[src/rtl/hyper_tape_pkg.sv]
// Shared constants for the fast-tape I/O port: mode encodings, register offsets,
// STATUS bit positions and the value returned when there is nothing to read.
package hyper_tape_pkg;

    typedef enum logic [1:0] {
        MODE_IDLE = 2'b00,
        MODE_LOAD = 2'b01,
        MODE_SAVE = 2'b10,
        MODE_DONE = 2'b11
    } mode_e;

    localparam logic [7:0] OFS_STATUS = 8'd0;
    localparam logic [7:0] OFS_DATA   = 8'd1;
    localparam logic [7:0] OFS_CTRL   = 8'd2;
    localparam logic [7:0] OFS_CSUM   = 8'd3;

    localparam int ST_RX_AVAIL = 0;
    localparam int ST_TX_SPACE = 1;
    localparam int ST_RX_END   = 2;
    localparam int ST_MODE_LO  = 4;
    localparam int ST_CSUM_NZ  = 6;

    localparam logic [1:0] CTRL_IDLE = 2'b00;
    localparam logic [1:0] CTRL_LOAD = 2'b01;
    localparam logic [1:0] CTRL_SAVE = 2'b10;

    localparam logic [7:0] EMPTY_RD = 8'hFF;

endpackage

[src/rtl/hyper_tape_port_if.sv]
// Z80 I/O bus plus host-side load/save streams of the fast-tape port.
// slave = the port itself, master = the CPU/host side driving it.
interface hyper_tape_port_if;
    logic       override;
    logic [7:0] io_addr;
    logic       iorq_n;
    logic       rd_n;
    logic       wr_n;
    logic [7:0] io_din;
    logic [7:0] io_dout;
    logic       io_oe;
    logic [7:0] rx_data;
    logic       rx_valid;
    logic       rx_ready;
    logic       rx_eof;
    logic [7:0] tx_data;
    logic       tx_valid;
    logic       tx_ready;
    logic [1:0] mode;

    modport slave (
        input  override, io_addr, iorq_n, rd_n, wr_n, io_din,
        input  rx_data, rx_valid, rx_eof, tx_ready,
        output io_dout, io_oe, rx_ready, tx_data, tx_valid, mode
    );

    modport master (
        output override, io_addr, iorq_n, rd_n, wr_n, io_din,
        output rx_data, rx_valid, rx_eof, tx_ready,
        input  io_dout, io_oe, rx_ready, tx_data, tx_valid, mode
    );
endinterface

[src/rtl/hyper_tape_fifo.sv]
// Synchronous FIFO with exact full/empty from a count one bit wider than the
// pointers; clear empties it in one cycle and wins over push/pop.
module hyper_tape_fifo #(
    parameter int DEPTH  = 4,
    parameter int DATA_W = 8
) (
    input  logic              clk,
    input  logic              reset_n,
    input  logic              clear_i,
    input  logic              push_i,
    input  logic [DATA_W-1:0] data_i,
    input  logic              pop_i,
    output logic              full_o,
    output logic              empty_o,
    output logic [DATA_W-1:0] head_o
);
    localparam int AW = $clog2(DEPTH);
    localparam logic [AW:0] CNT_FULL = DEPTH[AW:0];

    logic [DATA_W-1:0] mem_q [DEPTH];
    logic [AW-1:0]     wptr_q, rptr_q;
    logic [AW:0]       cnt_q;
    logic              do_push, do_pop;

    assign full_o  = (cnt_q == CNT_FULL);
    assign empty_o = (cnt_q == '0);
    assign head_o  = mem_q[rptr_q];
    assign do_push = push_i & ~full_o;
    assign do_pop  = pop_i & ~empty_o;

    always_ff @(posedge clk) begin
        if (!reset_n || clear_i) begin
            wptr_q <= '0;
            rptr_q <= '0;
            cnt_q  <= '0;
        end else begin
            if (do_push) wptr_q <= wptr_q + 1'b1;
            if (do_pop)  rptr_q <= rptr_q + 1'b1;
            case ({do_push, do_pop})
                2'b10:   cnt_q <= cnt_q + 1'b1;
                2'b01:   cnt_q <= cnt_q - 1'b1;
                default: cnt_q <= cnt_q;
            endcase
        end
    end

    // Storage carries no reset; only the pointers define what is valid.
    always_ff @(posedge clk) begin
        if (do_push) mem_q[wptr_q] <= data_i;
    end
endmodule

[src/rtl/hyper_tape_port.sv]
// Z80 I/O responder for the ROM fast-tape routines: load bytes buffered from the
// host, save bytes buffered to the host. Macro HYPER_TAPE_CHECKSUM_EN adds a running sum at +3.
module hyper_tape_port
    import hyper_tape_pkg::*;
#(
    parameter logic [7:0] PORT_BASE  = 8'hE0,
    parameter int         FIFO_DEPTH = 4
) (
    input  logic             clk,
    input  logic             reset_n,
    hyper_tape_port_if.slave bus
);
`ifdef HYPER_TAPE_CHECKSUM_EN
    localparam logic [7:0] OFS_LAST = OFS_CSUM;
    logic [7:0] csum_q, csum_d;
`else
    localparam logic [7:0] OFS_LAST = OFS_CTRL;
`endif

    mode_e      mode_q, mode_d;
    logic       exit_q, exit_d;
    logic       rd_q, wr_q;
    logic [7:0] dout_q, dout_d;
    logic [7:0] ofs, status, rx_head, tx_head;
    logic       sel, rd_stb, wr_stb, ctrl_wr;
    logic       rx_pop, rx_push, rx_clr, rx_full, rx_empty, rx_rdy;
    logic       tx_pop, tx_push, tx_clr, tx_full, tx_empty;

    // Offset wraps modulo 256, so a base near 8'hFF still decodes correctly.
    assign ofs     = bus.io_addr - PORT_BASE;
    assign sel     = bus.override & ~bus.iorq_n & (ofs <= OFS_LAST);
    assign rd_stb  = sel & ~bus.rd_n & rd_q;
    assign wr_stb  = sel & ~bus.wr_n & wr_q;
    assign ctrl_wr = wr_stb & (ofs == OFS_CTRL) & (bus.io_din[1:0] != 2'b11);
    assign rx_pop  = rd_stb & (ofs == OFS_DATA) & (mode_q == MODE_LOAD) & ~rx_empty;
    assign tx_push = wr_stb & (ofs == OFS_DATA) & (mode_q == MODE_SAVE) & ~tx_full;
    assign rx_rdy  = (mode_q == MODE_LOAD) & ~rx_full;
    assign rx_push = bus.rx_valid & rx_rdy;
    assign tx_pop  = ~tx_empty & bus.tx_ready;

    assign bus.io_oe    = sel & ~bus.rd_n;
    assign bus.io_dout  = dout_q;
    assign bus.rx_ready = rx_rdy;
    assign bus.tx_valid = ~tx_empty;
    assign bus.tx_data  = tx_empty ? 8'h00 : tx_head;
    assign bus.mode     = mode_q;

    always_comb begin
        status                  = 8'h00;
        status[ST_RX_AVAIL]     = ~rx_empty;
        status[ST_TX_SPACE]     = ~tx_full;
        status[ST_RX_END]       = bus.rx_eof & rx_empty;
        status[ST_MODE_LO +: 2] = mode_q;
`ifdef HYPER_TAPE_CHECKSUM_EN
        status[ST_CSUM_NZ]      = (csum_q != 8'h00);
`endif
    end

    always_comb begin
        dout_d = EMPTY_RD;
        case (ofs)
            OFS_STATUS: dout_d = status;
            OFS_DATA:   if ((mode_q == MODE_LOAD) && !rx_empty) dout_d = rx_head;
`ifdef HYPER_TAPE_CHECKSUM_EN
            OFS_CSUM:   dout_d = csum_q;
`endif
            default:    dout_d = EMPTY_RD;
        endcase
    end

    // exit_q marks a SAVE->IDLE request still waiting for the tx FIFO to drain.
    always_comb begin
        mode_d = mode_q;
        exit_d = exit_q;
        rx_clr = 1'b0;
        tx_clr = 1'b0;
        if (!bus.override) begin
            mode_d = MODE_IDLE;
            exit_d = 1'b0;
            rx_clr = 1'b1;
        end else if (ctrl_wr) begin
            case (bus.io_din[1:0])
                CTRL_LOAD: begin
                    mode_d = MODE_LOAD;
                    exit_d = 1'b0;
                    rx_clr = 1'b1;
                end
                CTRL_SAVE: begin
                    mode_d = MODE_SAVE;
                    exit_d = 1'b0;
                    tx_clr = 1'b1;
                end
                default: begin
                    rx_clr = 1'b1;
                    if ((mode_q == MODE_SAVE) && !tx_empty) begin
                        exit_d = 1'b1;
                    end else begin
                        mode_d = MODE_IDLE;
                        exit_d = 1'b0;
                    end
                end
            endcase
        end else if ((mode_q == MODE_LOAD) && bus.rx_eof && rx_empty) begin
            mode_d = MODE_DONE;
        end else if (exit_q && tx_empty) begin
            mode_d = MODE_IDLE;
            exit_d = 1'b0;
        end
    end

    always_ff @(posedge clk) begin
        if (!reset_n) begin
            mode_q <= MODE_IDLE;
            exit_q <= 1'b0;
            rd_q   <= 1'b1;
            wr_q   <= 1'b1;
            dout_q <= 8'h00;
        end else begin
            mode_q <= mode_d;
            exit_q <= exit_d;
            rd_q   <= bus.rd_n;
            wr_q   <= bus.wr_n;
            if (rd_stb) dout_q <= dout_d;
        end
    end

`ifdef HYPER_TAPE_CHECKSUM_EN
    always_comb begin
        csum_d = csum_q;
        if (ctrl_wr)      csum_d = 8'h00;
        else if (rx_pop)  csum_d = csum_q + rx_head;
        else if (tx_push) csum_d = csum_q + bus.io_din;
    end

    always_ff @(posedge clk) begin
        if (!reset_n) csum_q <= 8'h00;
        else          csum_q <= csum_d;
    end
`endif

    hyper_tape_fifo #(.DEPTH(FIFO_DEPTH), .DATA_W(8)) u_rx_fifo (
        .clk     (clk),
        .reset_n (reset_n),
        .clear_i (rx_clr),
        .push_i  (rx_push),
        .data_i  (bus.rx_data),
        .pop_i   (rx_pop),
        .full_o  (rx_full),
        .empty_o (rx_empty),
        .head_o  (rx_head)
    );

    hyper_tape_fifo #(.DEPTH(FIFO_DEPTH), .DATA_W(8)) u_tx_fifo (
        .clk     (clk),
        .reset_n (reset_n),
        .clear_i (tx_clr),
        .push_i  (tx_push),
        .data_i  (bus.io_din),
        .pop_i   (tx_pop),
        .full_o  (tx_full),
        .empty_o (tx_empty),
        .head_o  (tx_head)
    );
endmodule

[src/flat_wrapper.sv]
// flat-port wrapper written by rule: the top's interface ports become plain ports
module hyper_tape_port_flat import hyper_tape_pkg::*;
#(
    parameter logic [7:0] PORT_BASE  = 8'hE0,
    parameter int         FIFO_DEPTH = 4
)
  (clk, reset_n, bus_override, bus_io_addr, bus_iorq_n, bus_rd_n, bus_wr_n, bus_io_din, bus_rx_data, bus_rx_valid, bus_rx_eof, bus_tx_ready, bus_io_dout, bus_io_oe, bus_rx_ready, bus_tx_data, bus_tx_valid, bus_mode);
  hyper_tape_port_if bus_i ();
  input  logic clk;
  input  logic reset_n;
  input wire logic [$bits(bus_i.override)-1:0] bus_override;
  input wire logic [$bits(bus_i.io_addr)-1:0] bus_io_addr;
  input wire logic [$bits(bus_i.iorq_n)-1:0] bus_iorq_n;
  input wire logic [$bits(bus_i.rd_n)-1:0] bus_rd_n;
  input wire logic [$bits(bus_i.wr_n)-1:0] bus_wr_n;
  input wire logic [$bits(bus_i.io_din)-1:0] bus_io_din;
  input wire logic [$bits(bus_i.rx_data)-1:0] bus_rx_data;
  input wire logic [$bits(bus_i.rx_valid)-1:0] bus_rx_valid;
  input wire logic [$bits(bus_i.rx_eof)-1:0] bus_rx_eof;
  input wire logic [$bits(bus_i.tx_ready)-1:0] bus_tx_ready;
  output wire logic [$bits(bus_i.io_dout)-1:0] bus_io_dout;
  output wire logic [$bits(bus_i.io_oe)-1:0] bus_io_oe;
  output wire logic [$bits(bus_i.rx_ready)-1:0] bus_rx_ready;
  output wire logic [$bits(bus_i.tx_data)-1:0] bus_tx_data;
  output wire logic [$bits(bus_i.tx_valid)-1:0] bus_tx_valid;
  output wire logic [$bits(bus_i.mode)-1:0] bus_mode;
  assign bus_i.override = bus_override;
  assign bus_i.io_addr = bus_io_addr;
  assign bus_i.iorq_n = bus_iorq_n;
  assign bus_i.rd_n = bus_rd_n;
  assign bus_i.wr_n = bus_wr_n;
  assign bus_i.io_din = bus_io_din;
  assign bus_i.rx_data = bus_rx_data;
  assign bus_i.rx_valid = bus_rx_valid;
  assign bus_i.rx_eof = bus_rx_eof;
  assign bus_i.tx_ready = bus_tx_ready;
  assign bus_io_dout = bus_i.io_dout;
  assign bus_io_oe = bus_i.io_oe;
  assign bus_rx_ready = bus_i.rx_ready;
  assign bus_tx_data = bus_i.tx_data;
  assign bus_tx_valid = bus_i.tx_valid;
  assign bus_mode = bus_i.mode;
  hyper_tape_port #(.PORT_BASE(PORT_BASE), .FIFO_DEPTH(FIFO_DEPTH)) u_core (.clk(clk), .reset_n(reset_n), .bus(bus_i));
endmodule
[config.mk]
export PLATFORM = sky130hd
export DESIGN_NAME = hyper_tape_port_flat
export DESIGN_NICKNAME = d
export VERILOG_FILES = /design/src/rtl/hyper_tape_pkg.sv /design/src/rtl/hyper_tape_port_if.sv /design/src/rtl/hyper_tape_fifo.sv /design/src/rtl/hyper_tape_port.sv /design/src/flat_wrapper.sv
export SDC_FILE = /design/constraint.sdc
export NUM_CORES = 1
export LEC_CHECK = 0
export BUFFER_PORTS_ARGS = -buffer_cell sky130_fd_sc_hd__buf_4
export CORE_ASPECT_RATIO = 0.75
export CORE_MARGIN = 4
export CORE_UTILIZATION = 30
export CTS_CLUSTER_SIZE = 25
export DETAILED_ROUTE_END_ITERATION = 6
export PLACE_DENSITY_LB_ADDON = 0.1
export SLEW_MARGIN = 20
export SYNTH_ARGS = -nofsm -noshare
export SYNTH_HDL_FRONTEND = slang
export SYNTH_SLANG_ARGS = --single-unit
[constraint.sdc]
create_clock -name clk -period 2.3 [get_ports clk]
set_clock_uncertainty 0.05 [all_clocks]
set_input_delay 0.23 -clock clk [delete_from_list [all_inputs] [get_ports clk]]
set_output_delay 0.23 -clock clk [all_outputs]
set_load 0.005 [all_outputs]
==> flow_summary.toml, run 1 <==
[final_layout]
final_common_cell = "buf_4"
layout_common_cells = "buf_4, edfxtp_1, dfxtp_1, nor2_1"
final-seq-area_um2 = 2540
antenna_cells = 0
n_fill_cell = 1223
drive_above_1_share_pct = 35.5
layout.nets = 427
areaGrowthSynthToFinish_pct = 30.0
final_core_util_pct = 40.3
multi_input_area_um2 = 1450

[global_routing]
antenna_found_initial = 0
grt_pass1_wl_um = 13800
track_usage_pct = 12.0
grt-ovfl-total = 0
grt_pass1_vias = 2551
grt_max_degree = 18

[die]
dieArea_um2 = 15500
die_w_um = 142
initial_core_util_pct = 31.0
coreArea_um2 = 13100
io_pins = 54
fp.dieH_um = 109
row_count = 36

[synth]
synthDistinctLibCells = 43
synth_nets = 341
ys_ff_latch = 95
synth_ff_type = "edfxtp_1"
synth_area_um2 = 4060
synth_edf_count = 64
async_flop_share_pct = 0
seq_area_frac_synth_pct = 62.6
syn_area_per_cell_um2 = 13.9
synth_cells = 292
yosysWarnings = 0

[critical_path]
arrival_ns = 2.47
start_kind = "flip-flop"
critPathMaxFanout = 2
critPathCaptureType = "flip-flop"
worstPathRequired_ns = 2.48
critPathKind = "flip-flop to flip-flop"

[placed_design]
place_hpwl_um = 6320
place.gp.congestion = 0.705
io_buffers = 53

[sta]
hold_violations = 0
setup_violations = 0
fmax_ghz = 0.436
grt_setup_unrepaired = "yes"
drv_slew = 0
maxSlewHeadroom_pct = 69.9
min_period_over_period_pct = 99.6
tightest_slew_ns = 0.450
period_needed_ns = 2.29
finalSetupTns_ns = 0

[route]
drt_wl_total_um = 8690
vias_per_cell = 4.49
remaining_drc_errors = 0
wire_per_inst_um = 15.7
drt_pass1_iterations = 4
drtIter0Drc = 156
drtAntennaViolNets = 0
num_vias = 2489

[power_and_ir_drop]
clock_power_share_pct = 44.1
peakVddDrop_v = 0.000320
p_int_w = 0.00274
pwr_density_cell_nw_per_um2 = 655
p_sw_share_pct = 20.8
power_leakage_nw = 1.92
combPwrFrac_pct = 3.3
switchingPower_w = 0.000720
seq_power_share_pct = 52.6

[min_path]
hp-class = "input port to flip-flop"

[clock_tree]
cts_tree = "built"
postCtsHoldBufs = 0
cts.htree.levels = 3
clock_tree.root_cell = "clkbuf_16"
clk_transition_reported_paths_ns = 0.07
cts_buffer_depth = 2
cts-buffers-inserted = 9
clkLatencyLatePin_ns = 0.35
clock-sinks = 95

[run]
maxCapViolations = 0

[run_status]
outcome = "finished clean"
[final timing paths]
| check | endpoint | startpoint | slack (ns) | cells past startpoint |
|---|---|---|---|---|
| worst max-delay path | u_core.u_rx_fifo.cnt_q[2] | u_core.rd_q | 0.009 | 10 |
| worst min-delay path | u_core.u_rx_fifo.mem_q[0][3] | bus_rx_data[3] | 0.03 | 1 |
| worst max register to register | u_core.u_rx_fifo.cnt_q[2] | u_core.rd_q | 0.009 | 10 |
| worst min register to register | u_core.exit_q | u_core.exit_q | 0.42 | 2 |
[flip-flops by register name, indices dropped and copies added (netlist names), named ones only]
| name | cells |
|---|---|
| u_core.u_tx_fifo.cnt_q | 3 |
| u_core.u_rx_fifo.mem_q | 32 |
| u_core.u_rx_fifo.rptr_q | 2 |
| u_core.bus.mode | 2 |
| u_core.u_tx_fifo.rptr_q | 2 |
| u_core.u_tx_fifo.wptr_q | 2 |
| u_core.rd_q | 1 |
| u_core.u_rx_fifo.cnt_q | 3 |
| u_core.u_tx_fifo.mem_q | 32 |
| u_core.exit_q | 1 |
| u_core.wr_q | 1 |
| u_core.u_rx_fifo.wptr_q | 2 |
| u_core.bus.io_dout | 8 |
[synth_stat cells, drive strengths merged (2+ instances only)]
cell | n | area, µm²
edfxtp | 64 | 1920
a31oi | 6 | 37.5
inv | 18 | 67.6
clkbuf | 5 | 18.8
nor2 | 24 | 90.1
fa | 2 | 40.0
and2 | 14 | 87.6
a21boi | 2 | 15.0
nor4 | 2 | 18.8
nor3b | 2 | 20.0
mux4 | 16 | 360
buf | 7 | 33.8
nor3 | 3 | 15.0
nand3 | 4 | 25.0
nand2 | 10 | 37.5
nor2b | 2 | 12.5
ha | 14 | 175
and4 | 2 | 17.5
a21oi | 12 | 60.1
xnor2 | 7 | 68.8
xor2 | 5 | 43.8
o21ai | 16 | 80.1
nand4b | 2 | 17.5
nand2b | 5 | 31.3
and3 | 5 | 31.3
dfxtp | 31 | 621
[through the flow]
step / hold slack [ns] / total power (W) / setup slack [ns] / cell area (µm²) / cells
after global routing: 0.0100 / 0.00359 / -0.0879 / 5280 / 554
after CTS: 0.0103 / 0.00351 / 0.0228 / 5250 / 552
after detailed placement: 0.384 / 0.00197 / -0.226 / 4930 / 536
after floorplan: 0.279 / 0.00189 / 0.0000957 / 4090 / 292
after global placement: 0.384 / 0.00197 / -0.173 / 4930 / 536
final: 0.0260 / 0.00346 / 0.00870 / 5280 / 554
[cell type report]
type	instances	area share, %
Clock inverter	6	1.42
Inverter	18	1.33
Timing Repair Buffer	87	13.3
Clock buffer	10	4.34
Tap cell	171	4.05
Sequential cell	95	48.2
Multi-Input combinational cell	167	27.4
[power groups by stage]
stage,clock (W),sequential [W],combinational [W]
2_1_floorplan,0,0.00186,0.0000356
3_3_place_gp,0,0.00186,0.000111
3_5_place_dp,0,0.00186,0.000113
4_1_cts,0.00158,0.00182,0.000114
5_1_grt,0.00165,0.00182,0.000126
6_report,0.00153,0.00182,0.000113
[metal layers]
metal | up-vias | wire length [µm] | global-route usage, %
li1 | 1229 | - | -
met4 | 0 | 88 | 3.26
met1 | 1210 | 4480 | 17.2
met5 | - | 0 | 0
met2 | 42 | 3700 | 17.2
met3 | 8 | 417 | 4.30
[worst max-delay path: stages (launching register included)]
cell and delay [ns]:
dfxtp_2 0.31, inv_1 0.03, a2111o_1 0.43, nor4_4 0.29, ha_2 0.25, inv_2 0.04, fa_2 0.33, xor2_1 0.14
nor2_1 0.12, xnor2_1 0.13, nor2_1 0.05
[kinds of logic (layout without fill, tap and decap cells)]
logic type	count (synthesis)	in the layout	synth area share [%]
compound gates	42	42	6.34
simple gates	79	79	10.7
xor+xnor	12	12	2.77
fa+ha+maj	16	16	5.30
flops	95	95	62.6
mux	18	18	9.39
buf+inv	30	121	2.96
[what timing repair did]
action / 4_1_cts / 5_1_grt
cloned: 0 / 0
resized for setup: 2 / 7
pin swaps: 0 / 6
buffers inserted: 0 / 2
endpoints found under the setup margin: 2 / 2
hold endpoints to repair: 0 / 0
Power figures use the tool's default switching activity.
==> inputs of run 2 (changes only) <==
- CORE_UTILIZATION: 30 -> 51
- RECOVER_POWER: default -> 25
==> run 2 against run 1 <==
Effect of this change:
- wire length down 3.3%
- first-iteration DRC count fell by 3.2%
- power fell by 11%
- die area down 39%
- design area is 4.9% lower
- non-clock buffer count down 5
- critical path depth unchanged
- clock power fell by 25%
- combinational power about the same
- worst hold slack gained 0.030 ns
- register-to-register slack improved by 0.09 ns
- highest routed layer unchanged
==> flow_summary.toml, run 2 (same netlist as run 1, synthesis figures left out) <==
[run_status]
outcome = "finished clean"

[critical_path]
start_kind = "flip-flop"
cp_top_family = "adder cells"
crit_chain = "inv_2, a2111o_1, nor4_2, ha_2, inv_2, fa_2, xor2_1, nor2_1, xnor2_1, nor2_1"
critPathKind = "flip-flop to flip-flop"
crit_buf_inv = 2
arrival_ns = 2.39
critPathCaptureType = "flip-flop"
max_stage_delay_ns = 0.41
critPathMaxFanout = 2
slowest_stage = "a2111o_1"
worstPathRequired_ns = 2.49

[final_layout]
layout.nets = 422
post_layout_nonfiller_instances = 479
final_core_util_pct = 66.6
areaGrowthSynthToFinish_pct = 23.6
layout_common_cells = "edfxtp_1, buf_4, dfxtp_1, nor2_1"
final_common_cell = "edfxtp_1"
n_fill_cell = 578
drive_above_1_share_pct = 31.5
antenna_cells = 0

[clock_tree]
cts.htree.levels = 3
clk_transition_reported_paths_ns = 0.09
clkLatencyLatePin_ns = 0.36
clock-sinks = 95
cts-buffers-inserted = 9
cts_tree = "built"
clock_tree.root_cell = "clkbuf_8"
cts_buffer_depth = 2

[power_and_ir_drop]
combPwrFrac_pct = 3.6
p_sw_share_pct = 21.4
peakVddDrop_v = 0.000367
clock_power_share_pct = 37.3
p_int_w = 0.00242
power_leakage_nw = 1.79
seq_power_share_pct = 59.1
pwr_density_cell_nw_per_um2 = 614
switchingPower_w = 0.000659

[sta]
min_period_over_period_pct = 95.7
setup_violations = 0
period_needed_ns = 2.20
drv_slew = 0
hold_violations = 0
tightest_slew_ns = 0.520
grt_setup_unrepaired = "yes"
fmax_ghz = 0.454
maxSlewHeadroom_pct = 65.3

[placed_design]
io_buffers = 53
place_hpwl_um = 6260
place.gp.congestion = 0.819
dp.cells = 458

[route]
remaining_drc_errors = 0
drtIter0Drc = 151
drt_wl_total_um = 8400
wire_per_inst_um = 17.5
vias_per_cell = 5.37
drt_pass1_iterations = 4
drtAntennaViolNets = 0
num_vias = 2570

[run]
maxCapViolations = 0

[die]
initial_core_util_pct = 53.9
dieArea_um2 = 9470
coreArea_um2 = 7530
fp.dieH_um = 85.3
row_count = 27
die_w_um = 111
io_pins = 54

[global_routing]
grt_max_degree = 18
grt_pass1_wl_um = 13500
grt-ovfl-total = 0
track_usage_pct = 18.6
antenna_found_initial = 0
grt_pass1_vias = 2563

[min_path]
hp-class = "input port to flip-flop"
run 2: changes by cell type in the layout (fill, tap and decap cells not counted), sizes merged:
cell,previous run,this run
buf,87,65
clkbuf,10,23
clkinv,1,0
dlygate4sd3,0,4
inv,21,22
run 2: final timing paths:
kind | start | to | slack [ns] | depth (start not counted)
hold reg to reg | u_core.exit_q | u_core.exit_q | 0.43 | 2
setup / recovery | u_core.rd_q | u_core.u_rx_fifo.cnt_q[2] | 0.1 | 10
hold / removal | bus_rd_n | u_core.rd_q | 0.06 | 2
setup reg to reg | u_core.rd_q | u_core.u_rx_fifo.cnt_q[2] | 0.1 | 10
run 2: power groups by stage:
stage	clock network (W)	registers, W	logic (W)
global route	0.00125	0.00182	0.000122
floorplan	0	0.00186	0.0000356
detailed placement	0	0.00186	0.000113
global placement	0	0.00186	0.000108
finish	0.00115	0.00182	0.000111
CTS	0.00117	0.00182	0.000118
run 2: routing by layer:
layer / global-route usage, % / up-vias / wire [µm]
met5: 0 / - / 0
met4: 3.87 / 0 / 63
met3: 5.63 / 6 / 627
met2: 26.3 / 82 / 3570
met1: 28.4 / 1258 / 4140
li1: - / 1224 / -
run 2: through the flow:
step	instance area (µm²)	setup TNS [ns]	hold slack, ns	power (W)	setup WS (ns)
after floorplan	4090	0	0.279	0.00189	0.0000957
after global placement	4780	-0.134	0.384	0.00197	-0.0967
after detailed placement	4780	-0.342	0.384	0.00197	-0.175
after CTS	5030	0	0.00262	0.00311	0.0401
after global routing	5020	-0.0116	0.0502	0.00319	-0.0116
final	5020	0	0.0561	0.00308	0.0978
run 2: layout make-up:
cell class,count,area (µm²),share of cell area [%]
Sequential cell,95,2550,50.7
Tap cell,101,126,2.52
Timing Repair Buffer,82,627,12.5
Inverter,18,70.1,1.40
Clock buffer,10,138,2.74
Multi-Input combinational cell,167,1440,28.6
Clock inverter,6,75.1,1.50
run 2: what timing repair did:
item | 4_1_cts | 5_1_grt
gates resized for setup | 0 | 11
hold endpoints to repair | 10 | 4
hold buffers | 3 | 1
endpoints found under the setup margin | 0 | 2
buffers inserted | 0 | 1
==> inputs of run 3 (changes only) <==
- MAX_ROUTING_LAYER: default -> met4
- REMOVE_ABC_BUFFERS: default -> 1
==> run 3 against run 2 <==
Effect of this change:
- fmax decreased by 0.39%
- final cell count fell by 0.42%
- combinational power is 9% lower
- critical endpoint unchanged
- critical path type unchanged
- non-clock buffer count down 2
- worst setup slack worse by 0.0086 ns
- die area unchanged
- sequential share of layout area up 0.85 points
==> flow_summary.toml, run 3 (same netlist as run 1, synthesis figures left out) <==
[global_routing]
track_usage_pct = 18.9
grt-ovfl-total = 0
grt_max_degree = 17
grt_pass1_vias = 2551
antenna_found_initial = 0
grt_pass1_wl_um = 13400

[route]
num_vias = 2546
drt_wl_total_um = 8070
remaining_drc_errors = 0
wire_per_inst_um = 16.9
drt_pass1_iterations = 4
vias_per_cell = 5.34
drtIter0Drc = 193
drtAntennaViolNets = 0

[die]
dieArea_um2 = 9470
die_w_um = 111
io_pins = 54
initial_core_util_pct = 53.9
fp.dieH_um = 85.3
row_count = 27
coreArea_um2 = 7530

[final_layout]
final_area_um2 = 4930
areaGrowthSynthToFinish_pct = 21.5
n_fill_cell = 567
final_common_cell = "edfxtp_1"
layout.nets = 420
antenna_cells = 0
drive_above_1_share_pct = 29.3
multi_input_area_um2 = 1430
layout_common_cells = "edfxtp_1, buf_4, dfxtp_1, nor2_1, inv_1"
final-seq-area_um2 = 2550

[sta]
maxSlewHeadroom_pct = 64.5
period_needed_ns = 2.21
setup_violations = 0
drv_slew = 0
min_period_over_period_pct = 96.1
fmax_ghz = 0.452
hold_violations = 0
tightest_slew_ns = 0.531
finalSetupTns_ns = 0

[clock_tree]
clkLatencyLatePin_ns = 0.35
cts_buffer_depth = 2
cts_tree = "built"
cts-buffers-inserted = 9
cts.htree.levels = 3
clock_tree.root_cell = "clkbuf_8"
clk_transition_reported_paths_ns = 0.09
clock-sinks = 95

[placed_design]
place.gp.congestion = 0.821
place_hpwl_um = 6030
dpl_cell_area_um2 = 4770
io_buffers = 53

[critical_path]
worstPathRequired_ns = 2.49
max_stage_delay_ns = 0.44
crit_chain = "inv_1, a2111o_1, nor4_4, ha_2, inv_1, fa_1, xor2_1, nor2_1, xnor2_1, nor2_1"
arrival_ns = 2.40
slowest_stage = "a2111o_1"
start_kind = "flip-flop"
critPathCaptureType = "flip-flop"
critPathMaxFanout = 2
critPathKind = "flip-flop to flip-flop"

[power_and_ir_drop]
pwr_density_cell_nw_per_um2 = 582
peakVddDrop_v = 0.000283
power_leakage_nw = 1.77

[run_status]
outcome = "finished clean"

[run]
maxCapViolations = 0

[min_path]
hp-class = "input port to flip-flop"
==> run 3: changes by cell type in the layout (fill, tap and decap cells not counted), moves of 2 or more <==
| cell | before | now |
|---|---|---|
| clkbuf_1 | 13 | 15 |
| clkinv_4 | 0 | 3 |
| dlygate4sd3_1 | 4 | 0 |
| fa_1 | 0 | 2 |
| fa_2 | 2 | 0 |
| ha_1 | 11 | 13 |
| inv_1 | 14 | 18 |
| inv_2 | 3 | 0 |
| inv_6 | 3 | 0 |
==> run 3: where the power goes <==
part	switching, W	internal, W
logic	0.0000546	0.0000463
registers	0.000000837	0.00182
clock network	0.000559	0.000393
==> run 3: final cells by class <==
| type | count | share of cell area [%] |
|---|---|---|
| timing repair buffer | 80 | 12.0 |
| clock inverter | 7 | 0.989 |
| sequential | 95 | 51.6 |
| clock buffer | 9 | 2.51 |
| multi-input combinational | 167 | 28.9 |
| inverter | 18 | 1.37 |
| tap | 101 | 2.56 |
==> run 3: routing by layer <==
metal | routed length, µm | GRT usage, % | vias up
li1 | - | - | 1218
met1 | 3850 | 27.8 | 1240
met2 | 3530 | 26.1 | 82
met3 | 637 | 5.27 | 6
met4 | 53 | 4.53 | 0
met5 | 0 | - | -
==> run 3: what timing repair did <==
action,4_1_cts,5_1_grt
hold buffers,0,0
buffers inserted,0,2
gates resized for setup,0,9
endpoints found under the setup margin,0,3
==> run 3: path summary, 6_finish.rpt <==
| kind | startpoint | to | slack (ns) | cells past startpoint |
|---|---|---|---|---|
| worst min register to register | u_core.exit_q | u_core.exit_q | 0.43 | 2 |
| worst max-delay path | u_core.rd_q | u_core.u_rx_fifo.cnt_q[2] | 0.09 | 10 |
| worst min-delay path | bus_rx_data[0] | u_core.u_rx_fifo.mem_q[0][0] | 0.04 | 1 |
| worst max register to register | u_core.rd_q | u_core.u_rx_fifo.cnt_q[2] | 0.09 | 10 |
==> run 3: worst max-delay path, delay by kind of cell, from the launching register on <==
family / cells / cell delay [ns]
DFF: 1 / 0.32
adders and majority gates: 2 / 0.59
buffers and inverters: 2 / 0.09
xor gates and xnor gates: 2 / 0.28
AOI/OAI and AO/OA: 1 / 0.44
and+or+nand+nor: 3 / 0.34
==> run 3: metrics by stage <==
stage	utilization, %	setup WS, ns	hold WS (ns)	std cells	power [W]
after floorplan	-	0.0197	0.253	280	0.00189
after global placement	63.3	-0.147	0.383	459	0.00197
after detailed placement	63.3	-0.208	0.383	459	0.00197
after CTS	65.6	0.0184	0.00648	475	0.00291
after global routing	65.5	-0.0389	0.0151	477	0.00301
final	65.5	0.0892	0.0410	477	0.00287
